==> src/rtl/fetch_sequencer.sv <==
// Instruction fetch/execute sequencer: FETCH -> EXEC (-> MEMWAIT) -> FETCH until halt.
// Define PERF_COUNT_EN to include the 16-bit retired-instruction counter; otherwise instr_count is tied to 0.
module fetch_sequencer #(
  parameter int PCW      = 10,
  parameter int START_PC = 0,
  parameter int MEM_WAIT = 1
) (
  input  logic           clk,
  input  logic           reset,
  input  logic           start,
  input  logic           halt,
  input  logic           branch,
  input  logic           taken,
  input  logic [PCW-1:0] target,
  input  logic           mem_read,
  input  logic           mem_write,
  output logic [PCW-1:0] pc,
  output logic           ir_load,
  output logic           reg_we_gate,
  output logic           mem_we_gate,
  output logic           busy,
  output logic           done,
  output logic [15:0]    instr_count
);

  typedef enum logic [2:0] {
    S_IDLE,
    S_FETCH,
    S_EXEC,
    S_MEMWAIT,
    S_DONE
  } state_t;

  state_t         r_state;
  state_t         w_next;
  logic [PCW-1:0] r_pc;
  logic [1:0]     r_wait;
  logic           w_load;
  logic           w_retire;
  logic           w_wait_last;

  // For MEM_WAIT=0 the compare value is never reached because MEMWAIT is never entered.
  assign w_wait_last = (r_wait == 2'(MEM_WAIT - 1));

  always_comb begin
    w_next      = r_state;
    w_load      = 1'b0;
    w_retire    = 1'b0;
    ir_load     = 1'b0;
    reg_we_gate = 1'b0;
    mem_we_gate = 1'b0;
    case (r_state)
      S_IDLE, S_DONE: begin
        if (start) begin
          w_load = 1'b1;
          w_next = S_FETCH;
        end
      end
      S_FETCH: begin
        ir_load = 1'b1;
        w_next  = S_EXEC;
      end
      S_EXEC: begin
        if (halt) begin
          w_next = S_DONE;
        end else if (mem_read && (MEM_WAIT > 0)) begin
          w_next = S_MEMWAIT;
        end else begin
          reg_we_gate = 1'b1;
          mem_we_gate = mem_write;
          w_retire    = 1'b1;
          w_next      = S_FETCH;
        end
      end
      S_MEMWAIT: begin
        if (w_wait_last) begin
          reg_we_gate = 1'b1;
          w_retire    = 1'b1;
          w_next      = S_FETCH;
        end
      end
      default: w_next = S_IDLE;
    endcase
  end

  always_ff @(posedge clk) begin
    if (reset) begin
      r_state <= S_IDLE;
      r_pc    <= PCW'(START_PC);
      r_wait  <= 2'd0;
    end else begin
      r_state <= w_next;
      if (w_load) begin
        r_pc <= PCW'(START_PC);
      end else if (w_retire) begin
        r_pc <= (branch && taken) ? target : r_pc + PCW'(1);
      end
      if (r_state == S_EXEC) begin
        r_wait <= 2'd0;
      end else if (r_state == S_MEMWAIT) begin
        r_wait <= r_wait + 2'd1;
      end
    end
  end

`ifdef PERF_COUNT_EN
  logic [15:0] r_count;

  always_ff @(posedge clk) begin
    if (reset || w_load) begin
      r_count <= 16'd0;
    end else if (w_retire) begin
      r_count <= r_count + 16'd1;
    end
  end

  assign instr_count = r_count;
`else
  assign instr_count = 16'd0;
`endif

  assign pc   = r_pc;
  assign busy = (r_state == S_FETCH) || (r_state == S_EXEC) || (r_state == S_MEMWAIT);
  assign done = (r_state == S_DONE);

endmodule

==> config.mk <==
export PLATFORM = sky130hd
export DESIGN_NAME = fetch_sequencer
export DESIGN_NICKNAME = d
export VERILOG_FILES = /design/src/rtl/fetch_sequencer.sv
export SDC_FILE = /design/constraint.sdc
export NUM_CORES = 1
export LEC_CHECK = 0
export ABC_CLOCK_PERIOD_IN_PS = 2430
export CAP_MARGIN = 20
export CORE_MARGIN = 2
export CORE_UTILIZATION = 40
export CTS_CLUSTER_DIAMETER = 30
export DETAILED_ROUTE_END_ITERATION = 8
export HOLD_SLACK_MARGIN = 0.03
export PLACE_DENSITY = 0.86
export SLEW_MARGIN = 25
export SYNTH_ARGS = -nofsm -noshare
export SYNTH_HDL_FRONTEND = slang
export SYNTH_SLANG_ARGS = --single-unit
==> constraint.sdc <==
create_clock -name clk -period 2.43 [get_ports clk]
set_clock_uncertainty 0.15 [all_clocks]
set_input_delay 0.243 -clock clk [delete_from_list [all_inputs] [get_ports clk]]
set_output_delay 0.243 -clock clk [all_outputs]
set_load 0.1 [all_outputs]
==> results by group <==
Logic synthesis
  – Syn Area/Cell: 7.70 um2
  – YS warnings: 0
  – Synth unique cells: 38
  – Sequential share of the synthesized area: 0.289
  – Synth Register Bits: 15
  – Mapped Area: 1040 um2
  – Syn Inst Count: 135
  – Cell taking the most area after synthesis: dfxtp_1
  – Synth top area share: 0.289
  – Synth top area cells: dfxtp_1 29%, buf_4 13%, a21oi_1 6.3%

Timing
  – Final worst slack: 0.321 ns
  – Final Max Tran Viols: 0
  – Final setup viols: 0
  – Setup_tns: 0 ns
  – Fin. Hold Viols: 0
  – Fmax: 474 MHz
  – Worst hold margin: 0.328 ns
  – RSZ-0062 raised after global routing: false
  – Final period util: 0.868
  – Period minus WS final: 2.11 ns

Placement
  – Port bufs: 32
  – Gpl congestion: 0.816
  – Setup slack at placement: 0.351 ns
  – Post-DP HPWL: 1.86 mm

Routing
  – Drt pass-1 iters: 4
  – Vias: 1013
  – Remaining DRCs: 0
  – Post-DRT Antenna Nets: 0
  – Routed wire length: 2.50 mm
  – Vias per inst: 5.17
  – Initial drt markers: 14
  – WL/cell: 12.8 um

Flow run
  – Max Cap Viol: 0

Clock tree
  – Worst-Skew Late Latency: 0.29 ns
  – CTS Hold Bufs: 0
  – TritonCTS buffer count: 3
  – # H-tree levels: 1
  – Gates resized, CTS repair: 0
  – Clock-pin slew on the worst setup and hold paths: 0.09 ns
  – Clock Tree Buf Depth: 2
  – Post-CTS Repair Setup Buffers: 0
  – Num Clock Sinks: 15
  – TritonCTS clock tree: yes
  – CTS Root Cell: clkbuf_4

Critical path
  – CP bufs+invs: 2
  – Kind of critical path: flip-flop to output port
  – Kind of end point of the critical path: output port
  – Critical path's slowest cell: dfxtp_1
  – RR Endpoint: pc[1]$_SDFFE_PP0P_
  – Worst path max stage delay: 0.47 ns
  – Crit path max-delay family: flip-flops
  – Required time of the critical path: 2.04 ns
  – Crit start category: flip-flop
  – Critical-path maximum fanout: 17
  – R2R depth: 5
  – Crit path DAT: 1.72 ns
  – Reg-to-Reg Start: r_state[0]$_SDFFE_PP0P_
  – Crit path cell chain: o21ba_1 -> or3_4 -> inv_6 -> buf_12
  – R2R setup slack: 0.60 ns

Final layout
  – Area growth syn-to-layout: 26.4%
  – # nets final: 187
  – Sequential cell area: 300 um2
  – Fraction of layout cells with a size suffix above 1: 0.145
  – Fill count: 264
  – Footprint of the multi-input gates: 622 um2
  – Ant. Diodes: 0

Die
  – Row count: 18
  – IO Pins: 49
  – Initial Utilization: 0.420
  – Core area: 2480 um2
  – Die width: 55.0 um
  – Die Ht: 55.0 um
  – Die area: 3020 um2

Power and ir drop
  – Sw Ratio: 0.433
  – Comb power frac: 0.377
  – Max VDD drop: 0.329 mV
  – Leak: 0.000498 uW
  – NetSw: 279 uW
  – Clock share of power: 0.222
  – Int Pwr: 366 uW
  – Part of the power in registers: 0.401
  – Power per cell area: 491 nW/um2

Global routing
  – GRT Residual Overflow: 0
  – Number of global-route vias before repair: 905
  – Total GRT Usage: 0.178
  – First-pass GRT wire length: 3.83 mm
  – Initial antenna violation count: 0
  – Largest net degree at the start of global routing: 18

Min path
  – HP Start: r_wait[1]$_SDFFE_PP0N_
  – WHS Path Cells: 2
  – Hold Path Class: flip-flop to flip-flop
  – Worst Hold End: r_wait[1]$_SDFFE_PP0N_

Status
  – Status: finished clean
[cells in the final DEF (no fill, tap or decap), types with 2 or more instances in the layout]
cell,count
and2_1,4
o21ai_0,11
a211oi_1,3
nand4_1,2
and3_1,2
nor2_1,9
conb_1,16
nor3b_1,2
dfxtp_1,15
buf_4,13
buf_12,2
and4_1,2
nor3_1,3
a21oi_1,13
clkdlybuf4s50_1,17
nand3_1,10
o31ai_1,2
or3_1,2
inv_1,3
a21o_1,2
ha_1,2
nand2_1,10
clkbuf_4,3
[state kept, by name, summed over array words and instances, names as in the netlist]
| name | cells |
|---|---|
| pc | 10 |
| r_wait | 2 |
| r_state | 3 |
[cells by family (layout without fill, tap and decap cells)]
logic type                 count (synthesis)  count (layout)  synth area share
DFF                                       15              15             0.289
adders and majority gates                  2               2            0.0241
AOI/OAI and AO/OA                         38              38             0.219
buffers and inverters                     24              40             0.172
other                                      1              16           0.00361
muxes                                      1               1           0.00963
and+or+nand+nor                           54              54             0.283
[final cells by class]
cell class | count | share of cell area
timing repair buffer | 32 | 0.234
tap | 30 | 0.0286
inverter | 4 | 0.0152
multi-input combinational | 111 | 0.473
sequential | 15 | 0.229
clock buffer | 4 | 0.0200
[worst reg2reg max path: cells and delay by family (launching register included)]
| kind | cells | cell delay (ns) |
|---|---|---|
| AO/OA/AOI/OAI | 2 | 0.47 |
| flip-flops | 1 | 0.47 |
| AND/OR/NAND/NOR | 2 | 0.48 |
| buffers and inverters | 1 | 0.16 |
[power groups by stage]
stage	logic (uW)	registers [uW]	clock network [uW]
after floorplan	208	270	0
after global placement	240	263	0
after detailed placement	242	264	0
after CTS	243	258	147
after global routing	254	259	160
final	243	258	143
[synthesized netlist by cell type]
master    number
nor3b_1        2
or3_1          2
o21ai_0       11
or3_4          1
nand2b_2       1
and4_1         2
conb_1         1
nand4_1        2
inv_1          3
and3_1         2
ha_1           2
a311oi_1       1
nor2b_1        1
nand3_1       10
a21o_1         2
a31oi_1        1
or4_1          1
o31ai_1        2
and2b_1        1
mux2i_1        1
a211oi_1       3
buf_4         18
o21ai_2        1
dfxtp_1       15
nand2_1       10
clkbuf_1       1
nor3_1         4
nor4_1         1
a21oi_1       13
o21ba_1        1
buf_12         1
nor2_1         9
o21ai_1        1
nand3_2        1
inv_6          1
o21a_1         1
o31a_1         1
and2_1         4
[how the worst max path moves through the flow]
| stage | from | endpoint | slack (ns) | depth (start not counted) |
|---|---|---|---|---|
| finish | r_state[0]$_SDFFE_PP0P_ | reg_we_gate | 0.32 | 4 |
| global route | r_state[1]$_SDFFE_PP0P_ | reg_we_gate | 0.24 | 4 |
| CTS | r_state[2]$_SDFFE_PP0P_ | reg_we_gate | 0.33 | 4 |
| detailed placement | branch | pc[8]$_SDFFE_PP0P_ | 0.35 | 5 |
| global placement | halt | reg_we_gate | 0.37 | 5 |
| floorplan | pc[0]$_SDFFE_PP0P_ | pc[8]$_SDFFE_PP0P_ | 0.09 | 5 |
[layer usage]
metal | track usage | vias to the layer above | routed length, um
li1 | - | 515 | -
met1 | 0.208 | 461 | 1090
met2 | 0.304 | 32 | 1220
met3 | 0.0430 | 5 | 152
met4 | 0.0854 | 0 | 36
met5 | 0 | - | 0
[stage by stage]
stage / instances / cell area, um2 / utilization / total power (uW)
2_1_floorplan: 150 / 1100 / - / 479
4_1_cts: 196 / 1310 / 0.530 / 647
3_5_place_dp: 192 / 1290 / 0.520 / 506
5_1_grt: 196 / 1310 / 0.530 / 673
6_report: 196 / 1310 / 0.530 / 645
3_3_place_gp: 192 / 1290 / 0.520 / 504
(Power assumes the default switching activity.)
